==> src/rtl/pll_clk_monitor.sv <==
// pll_clk_monitor
//   Qualifies the rPLL divided output (clkoutd) by counting its rising edges
//   on the 50 MHz reference clock over a fixed gate window. It stands in for
//   the PLL LOCK pin, which the wrapper does not export.
//
//   Each window lasts GATE_CYCLES measurement cycles plus one evaluation
//   cycle. clk_ok is raised after GOOD_WINDOWS consecutive in-tolerance
//   windows and dropped after any single failing window. rst_out is the
//   registered inverse of clk_ok and is meant to hold the TDC/ADC logic in
//   reset.
//
// Ports
//   clk        in   50 MHz reference clock (same net as the PLL clkin)
//   rst        in   asynchronous active-high reset
//   meas_clk   in   PLL clkoutd, sampled as asynchronous data
//   clk_ok     out  measured frequency qualified
//   rst_out    out  active-high reset to downstream logic (~clk_ok, registered)
//   win_done   out  1-cycle pulse when a window closes
//   fail       out  1-cycle pulse when a closed window is out of tolerance
//   last_count out  count of the most recent window (CLKMON_COUNT_OUT_EN only)
//
// Configuration
//   CLKMON_COUNT_OUT_EN  when defined, adds the last_count output and the
//                        register that holds it.

module pll_clk_monitor #(
    parameter int unsigned GATE_CYCLES  = 50000,
    parameter int unsigned EXPECTED     = 2679,
    parameter int unsigned TOL          = 8,
    parameter int unsigned GOOD_WINDOWS = 3,
    parameter int unsigned CNT_W        = 16
) (
    input  logic             clk,
    input  logic             rst,
    input  logic             meas_clk,
    output logic             clk_ok,
    output logic             rst_out,
    output logic             win_done,
    output logic             fail
`ifdef CLKMON_COUNT_OUT_EN
    ,
    output logic [CNT_W-1:0] last_count
`endif
);

    localparam int unsigned GATE_W = $clog2(GATE_CYCLES + 1);
    localparam int unsigned GOOD_W = $clog2(GOOD_WINDOWS + 1);

    // Tolerance bounds are compared one bit wider than the counter so that
    // EXPECTED+TOL cannot wrap; the lower bound floors at zero.
    localparam logic [CNT_W:0] LO_BOUND =
        (EXPECTED > TOL) ? (CNT_W + 1)'(EXPECTED - TOL) : '0;
    localparam logic [CNT_W:0] HI_BOUND = (CNT_W + 1)'(EXPECTED + TOL);

    localparam logic [CNT_W-1:0]  CNT_MAX  = '1;
    localparam logic [GOOD_W-1:0] GOOD_MAX = GOOD_W'(GOOD_WINDOWS);
    localparam logic [GATE_W-1:0] GATE_END = GATE_W'(GATE_CYCLES - 1);

    typedef enum logic [1:0] {
        StFlush,
        StMeas,
        StEval
    } state_e;

    state_e              state_q;
    logic [1:0]          flush_q;
    logic [GATE_W-1:0]   gate_q;
    logic [CNT_W-1:0]    edges_q;
    logic [GOOD_W-1:0]   good_q;
    logic                clk_ok_q;
    logic                rst_out_q;
    logic                win_done_q;
    logic                fail_q;

    logic                sync1_q;
    logic                sync2_q;
    logic                sync3_q;

    logic                meas_edge;
    logic [CNT_W-1:0]    edges_inc;
    logic [CNT_W:0]      count_ext;
    logic                in_tol;
    logic [GOOD_W-1:0]   good_inc;
    logic                gate_last;

    // Two-stage synchroniser plus a third stage for rising-edge detection.
    always_ff @(posedge clk or posedge rst) begin
        if (rst) begin
            sync1_q <= 1'b0;
            sync2_q <= 1'b0;
            sync3_q <= 1'b0;
        end else begin
            sync1_q <= meas_clk;
            sync2_q <= sync1_q;
            sync3_q <= sync2_q;
        end
    end

    assign meas_edge = sync2_q & ~sync3_q;

    // Count including this cycle's edge, so an edge on the last gate cycle
    // still lands in the window being closed.
    always_comb begin
        edges_inc = edges_q;
        if (meas_edge && (edges_q != CNT_MAX)) begin
            edges_inc = edges_q + CNT_W'(1);
        end
        count_ext = {1'b0, edges_inc};
        // A saturated counter means the true count is unknown: never a pass.
        in_tol    = (count_ext >= LO_BOUND) && (count_ext <= HI_BOUND) &&
                    (edges_inc != CNT_MAX);
        good_inc  = (good_q >= GOOD_MAX) ? GOOD_MAX : good_q + GOOD_W'(1);
        gate_last = (gate_q == GATE_END);
    end

    // Window sequencer. The pass/fail decision is taken on the last gate
    // cycle and registered, so win_done, fail and the updated good count are
    // all visible during the single EVAL cycle.
    always_ff @(posedge clk or posedge rst) begin
        if (rst) begin
            state_q    <= StFlush;
            flush_q    <= '0;
            gate_q     <= '0;
            edges_q    <= '0;
            good_q     <= '0;
            clk_ok_q   <= 1'b0;
            rst_out_q  <= 1'b1;
            win_done_q <= 1'b0;
            fail_q     <= 1'b0;
        end else begin
            win_done_q <= 1'b0;
            fail_q     <= 1'b0;
            rst_out_q  <= ~clk_ok_q;
            unique case (state_q)
                StFlush: begin
                    if (flush_q == 2'd3) begin
                        state_q <= StMeas;
                        gate_q  <= '0;
                        edges_q <= '0;
                    end else begin
                        flush_q <= flush_q + 2'd1;
                    end
                end
                StMeas: begin
                    gate_q  <= gate_q + GATE_W'(1);
                    edges_q <= edges_inc;
                    if (gate_last) begin
                        state_q    <= StEval;
                        win_done_q <= 1'b1;
                        if (in_tol) begin
                            good_q <= good_inc;
                        end else begin
                            good_q <= '0;
                            fail_q <= 1'b1;
                        end
                    end
                end
                StEval: begin
                    // good_q already reflects this window; a fail has zeroed it.
                    clk_ok_q <= (good_q == GOOD_MAX);
                    gate_q   <= '0;
                    edges_q  <= '0;
                    state_q  <= StMeas;
                end
                default: begin
                    state_q <= StFlush;
                    flush_q <= '0;
                end
            endcase
        end
    end

`ifdef CLKMON_COUNT_OUT_EN
    logic [CNT_W-1:0] last_count_q;

    always_ff @(posedge clk or posedge rst) begin
        if (rst) begin
            last_count_q <= '0;
        end else if ((state_q == StMeas) && gate_last) begin
            last_count_q <= edges_inc;
        end
    end

    assign last_count = last_count_q;
`endif

    assign clk_ok   = clk_ok_q;
    assign rst_out  = rst_out_q;
    assign win_done = win_done_q;
    assign fail     = fail_q;

endmodule

==> config.mk <==
export PLATFORM = sky130hd
export DESIGN_NAME = pll_clk_monitor
export DESIGN_NICKNAME = d
export VERILOG_FILES = /design/src/rtl/pll_clk_monitor.sv
export SDC_FILE = /design/constraint.sdc
export NUM_CORES = 1
export LEC_CHECK = 0
export BUFFER_PORTS_ARGS = -buffer_cell sky130_fd_sc_hd__buf_2
export CAP_MARGIN = 5
export CORE_UTILIZATION = 50
export DETAILED_ROUTE_END_ITERATION = 10
export PLACE_DENSITY = 0.73
export RECOVER_POWER = 25
export SYNTH_ARGS = -nofsm -noshare
export SYNTH_HDL_FRONTEND = slang
export SYNTH_SLANG_ARGS = --single-unit
==> constraint.sdc <==
create_clock -name clk -period 5.63 [get_ports clk]
set_input_delay 1.4075 -clock clk [delete_from_list [all_inputs] [get_ports clk]]
set_output_delay 1.4075 -clock clk [all_outputs]
set_load 0.03 [all_outputs]
## Word-level counts from Yosys, hierarchy flattened

Cells that the tools add are included.

- Output and inout bits: 4
- Register bits: 45
- Input bits: 3
- Word-level logic and storage cells: 59

- Eq/ne operators: 10
- Order comparisons: 3
- Bitwise gates (word level): 4
- Reduce and logical (&&, ||, !) cells: 10
- Mux-type cells: 16
- Add/subtract/negate cells: 4

Operators with widths:

| operator | number |
|---|---|
| one-hot mux 16 bit (3 select lines) | 2 |
| adder 16 x 1 -> 16 bit (second input constant) | 2 |
| 2-to-1 mux 16 bit | 2 |
| != test 16 bit (second input constant) | 2 |
| == test 16 bit (second input constant) | 1 |
| greater-or-equal comparator 16 x 12 -> 1 bit (second input constant) | 1 |
| <= comparator 16 x 12 -> 1 bit (second input constant) | 1 |
| 2-to-1 mux 2 bit | 5 |
| AND reduction 2 bit | 4 |
| == test 2 bit (second input constant) | 3 |
| != test 2 bit (second input constant) | 3 |
| one-hot mux 2 bit (3 select lines) | 1 |
| 2-to-1 mux 1 bit | 5 |
| adder 2 x 1 -> 2 bit (second input constant) | 2 |
| one-hot mux 2 bit (2 select lines) | 1 |
| logical AND 1 bit | 3 |
| inverter 1 bit | 3 |
| nonzero test 3 bit | 1 |
| == test 2 x 1 -> 1 bit (second input constant) | 1 |
| greater-or-equal comparator 2 bit (second input constant) | 1 |
| zero test 2 bit | 1 |
| OR reduction 2 bit | 1 |
| AND 1 bit | 1 |

## Logic depth before layout (Yosys ltp)

- Depth after elaboration: 10
- Depth in mapped cells: 10
- Depth with buffers taken out: 9

## Worst setup path after synthesis

OpenSTA, ideal clock, no wires.

- Kind: register to register
- Start: register edges_q[1]
- End: register good_q[1]
- Slack: 3.248 ns
- Cell stages (with the launch flop): 10
- Clock period less this slack: 2.382 ns
- Path buffers: 1
- Library setup time: 0.071 ns
- Arrival time: 2.312 ns
- Required time: 5.559 ns
- Cells stage by stage: dfrtp_1 ha_1 buf_2 nand4_4 or4_4 mux2_4 o32a_1 a2111oi_4 a311oi_1 nor2_2

- Word-level cells in the longest chain between the ends: 7
- Elaborated cells between the ends (all ways): 10
- Those cells by class: add/sub (1); order compare (2); eq/ne (2); mux (2); reduce/logical (3)

Ends and longest elaborated chain:

| item | line | RTL |
|---|---|---|
| start, declared | 68 | `logic [CNT_W-1:0] edges_q;` |
| start signal, assigned | 146 | `edges_q <= edges_inc;` |
| parallel branches: the longest is 2 deep, another holds adder 16 x 1 -> 16 bit | - |  |
| 2-to-1 mux 16 bit * | 105 | `if (meas_edge && (edges_q != CNT_MAX)) begin` |
| greater-or-equal comparator 16 x 12 -> 1 bit or <= comparator 16 x 12 -> 1 bit (tied branches) | 110 | `in_tol = (count_ext >= LO_BOUND) && (count_ext <= HI_BOUND) &&` |
| logical AND 1 bit | 110 |  |
| logical AND 1 bit * | 110 |  |
| 2-to-1 mux 2 bit * | 150 | `if (in_tol) begin` |
| end signal, assigned | 151 | `good_q <= good_inc;` |
| end, declared | 69 | `logic [GOOD_W-1:0] good_q;` |

Every way passes the cells marked *.
A chain may end at the register's enable or synchronous reset.

## Final worst setup path

- Start: register state_q[0]
- End: register gate_q[12]

- Word-level cells in the longest chain between the ends: 3
- Elaborated cells between the ends (all ways): 7
- Those cells by class: eq/ne (3); mux (1); reduce/logical (3)

Ends and longest elaborated chain:

| item | line | RTL |
|---|---|---|
| start, declared | 65 | `state_e state_q;` |
| start signal, assigned | 121 | `state_q <= StFlush;` |
| start signal, assigned | 137 | `state_q <= StMeas;` |
| start signal, assigned | 148 | `state_q <= StEval;` |
| == test 2 x 1 -> 1 bit, or another cell as far along | 134 | `unique case (state_q)` |
| nonzero test 3 bit (no line) or != test 2 bit (tied branches) | - |  |
| AND reduction 2 bit (no line) | - |  |
| end signal, assigned | 145 | `gate_q <= gate_q + GATE_W'(1);` |
| end, declared | 67 | `logic [GATE_W-1:0] gate_q;` |

Several ways; a longest one is shown, not always the timed one.

==> flow_summary.yaml <==
floorplan:
  core_area_um2: 5110
  die_y_um: 74.9
  die-area_um2: 5620
  ios: 7
  initial_core_util: 0.521
  fp.dieW_um: 74.9
  rows: 26
synthesis:
  synth_seq_area_share: 0.424
  avgSynthCellArea_um2: 9.14
  synth_edf_count: 0
  ys_async_sr_fraction: 1.00
  synthCells: 291
  ys.flop_type: "dfrtp_1"
  syn_nets: 300
  netlist_area_um2: 2660
  synth_cell_types: 55
  synth_seq_cells: 45
  ys.warnings.count: 0
routing:
  vias: 2106
  routed_wl_mm: 5.21
  routed_via_density: 5.87
  dr.pass1.iters: 4
  wl_per_cell_um: 14.5
  drcViolationCount: 0
  drtAntennaViolNets: 0
  drtIter0Drc: 142
status:
  outcome: "finished with violations"
  violations: "capacitance limit, slew limit"
setup_path:
  critPathCaptureType: "flip-flop"
  crit_arrival_ns: 3.17
  start_kind: "flip-flop"
  cp_num_buf_inv: 2
  rr_worst_depth: 10
  cpMostUsedCell: "nor2_1"
  timing.rr.start: "state_q[0]"
  path_cells: "inv_1, ha_1, mux2i_2, clkbuf_1, nor2_1, nand4_1, nor2_1, nand2_1, xor2_1, nor2_1"
  worstPathRequired_ns: 5.79
  slowest_stage: "clkbuf_1"
  worstSetupPathType: "flip-flop to flip-flop"
  crit_family: "buffers and inverters"
  r2r_slack_ns: 2.62
  r2r-end: "gate_q[12]"
  slowest_delay_ns: 1.00
  cp_max_fo: 30
clocking:
  numCtsBuffers: 5
  clk_latency_ns: 0.30
  cts_hold_buffers: 0
  cts.sinks: 45
  ctsResizeCount: 0
  path_clk_slew_ns: 0.09
  htree_levels: 2
  cts_setup_buffers: 0
  cts-root-buf: "clkbuf_8"
  clockBufferDepth: 2
  tritoncts: "built"
power_and_ir_drop:
  p_leak_nw: 1.16
  worst_ir_drop_vdd_uv: 138
  power.total_w: 0.000700
  p_per_area_nw_per_um2: 248
layout:
  fillers: 468
  n_antenna_cell: 0
  final_layout_size_suffix_gt1_frac: 0.107
  multi_input_area_um2: 1420
  area_delta_synth_final_pct: 5.88
  regArea_um2: 1130
  final_nets: 297
timing:
  period_needed_ns: 3.01
  fmax_ghz: 0.332
  finalHoldViolCount: 0
  setup_viol: 0
  slew_headroom: -0.128
  clock_skew_ns: 0.0108
  slew_viol_final: 46
  tightest_slew_ns: 1.69
  finalCritPeriodShare: 0.534
  rsz0062_at_grt: "no"
  tns_ns: 0
  hold_slack_ns: 0.353
global_route:
  grt_pass1_wl_mm: 8.67
  grt_pass1_vias: 1895
  antenna_found_initial: 0
  grt_max_degree: 46
  grt-ovfl-total: 0
  track_usage: 0.201
hold_path:
  whs_path_depth: 0
  hp-start: "sync1_q"
  holdPathEnd: "sync2_q"
  hold_path_class: "flip-flop to flip-flop"
job:
  drv_cap: 1
placement:
  gp_congestion: 0.857
  port_buffers: 6
  place_hpwl_mm: 3.55
==> cell usage in the layout (no fill, tap or decap), types with 4 or more instances in the layout <==
cell and n:
inv_1 10, nor2_1 36, clkbuf_8 5, a21oi_1 10
nand3_1 16, ha_1 6, xnor2_1 4, nor3_1 7
mux2i_1 7, nand4_1 9, buf_2 6, o21ai_0 20
dfrtp_1 44, o31ai_1 5, nand2_1 28, xor2_1 8
a31oi_1 5
==> state kept, by name, summed over array words and instances, names as in the netlist <==
signal,count
win_done,1
state_q,2
flush_q,2
good_q,2
sync3_q,1
sync1_q,1
edges_q,16
sync2_q,1
clk_ok,1
gate_q,16
fail,1
rst_out,1
==> synthesized netlist by cell type (4+ instances only) <==
library cell / count / area [um2]
nor3_1: 7 / 35.0
a21oi_1: 10 / 50.1
nand4_1: 9 / 56.3
nor2_1: 36 / 135
dfrtp_1: 44 / 1100
ha_1: 6 / 75.1
buf_2: 7 / 35.0
nand3_1: 16 / 80.1
xor2_1: 8 / 70.1
clkbuf_1: 9 / 33.8
o21ai_0: 20 / 100
mux2i_1: 8 / 80.1
a31oi_1: 5 / 31.3
inv_1: 10 / 37.5
o31ai_1: 5 / 37.5
xnor2_1: 4 / 35.0
nand2_1: 28 / 105
==> final cells by class <==
class | instances | share of cell area
multi-input combinational | 219 | 0.504
sequential | 45 | 0.400
tap | 70 | 0.0311
clock buffer | 6 | 0.0258
clock inverter | 2 | 0.0138
inverter | 10 | 0.0133
timing repair buffer | 7 | 0.0120
==> per-stage QoR <==
stage,setup slack (ns),instance area [um2],utilization,std cells
5_1_grt,2.42,2820,0.551,359
3_5_place_dp,2.78,2710,0.530,351
4_1_cts,2.76,2820,0.552,359
2_1_floorplan,3.16,2660,-,291
3_3_place_gp,2.90,2710,0.530,351
6_report,2.62,2820,0.551,359
==> per-layer routing <==
layer,track usage,vias up,part of all wire
li1,-,1048,-
met1,0.278,1011,0.49
met2,0.313,38,0.47
met3,0.0335,9,0.025
met4,0.0860,0,0.018
met5,0,-,0
==> cell families after synthesis <==
logic type               share of synthesized area
multiplexers                                0.0442
XOR/XNOR                                    0.0395
AO/OA/AOI/OAI                                0.168
buffers and inverters                       0.0442
flip-flops                                   0.424
adder cells (fa/ha/maj)                     0.0282
AND/OR/NAND/NOR                              0.252
==> worst max path at each step <==
| stage | depth (start not counted) | to | startpoint |
|---|---|---|---|
| final | 10 | gate_q[12] | state_q[0] |
| after global routing | 10 | gate_q[14] | state_q[0] |
| after CTS | 8 | good_q[1] | edges_q[1] |
| after detailed placement | 8 | good_q[1] | edges_q[1] |
| after global placement | 8 | good_q[1] | edges_q[1] |
| after floorplan | 1 | clk_ok | rst |
==> power breakdown <==
part / switching [W] / total, W / internal, W / leakage [nW]
logic: 0.0000452 / 0.0000805 / 0.0000353 / 0.533
clock network: 0.000115 / 0.000248 / 0.000133 / 0.0554
registers: 0.0000318 / 0.000371 / 0.000339 / 0.575
total: 0.000192 / 0.000700 / 0.000508 / 1.16
No activity file was read; power rests on OpenSTA's default activity.
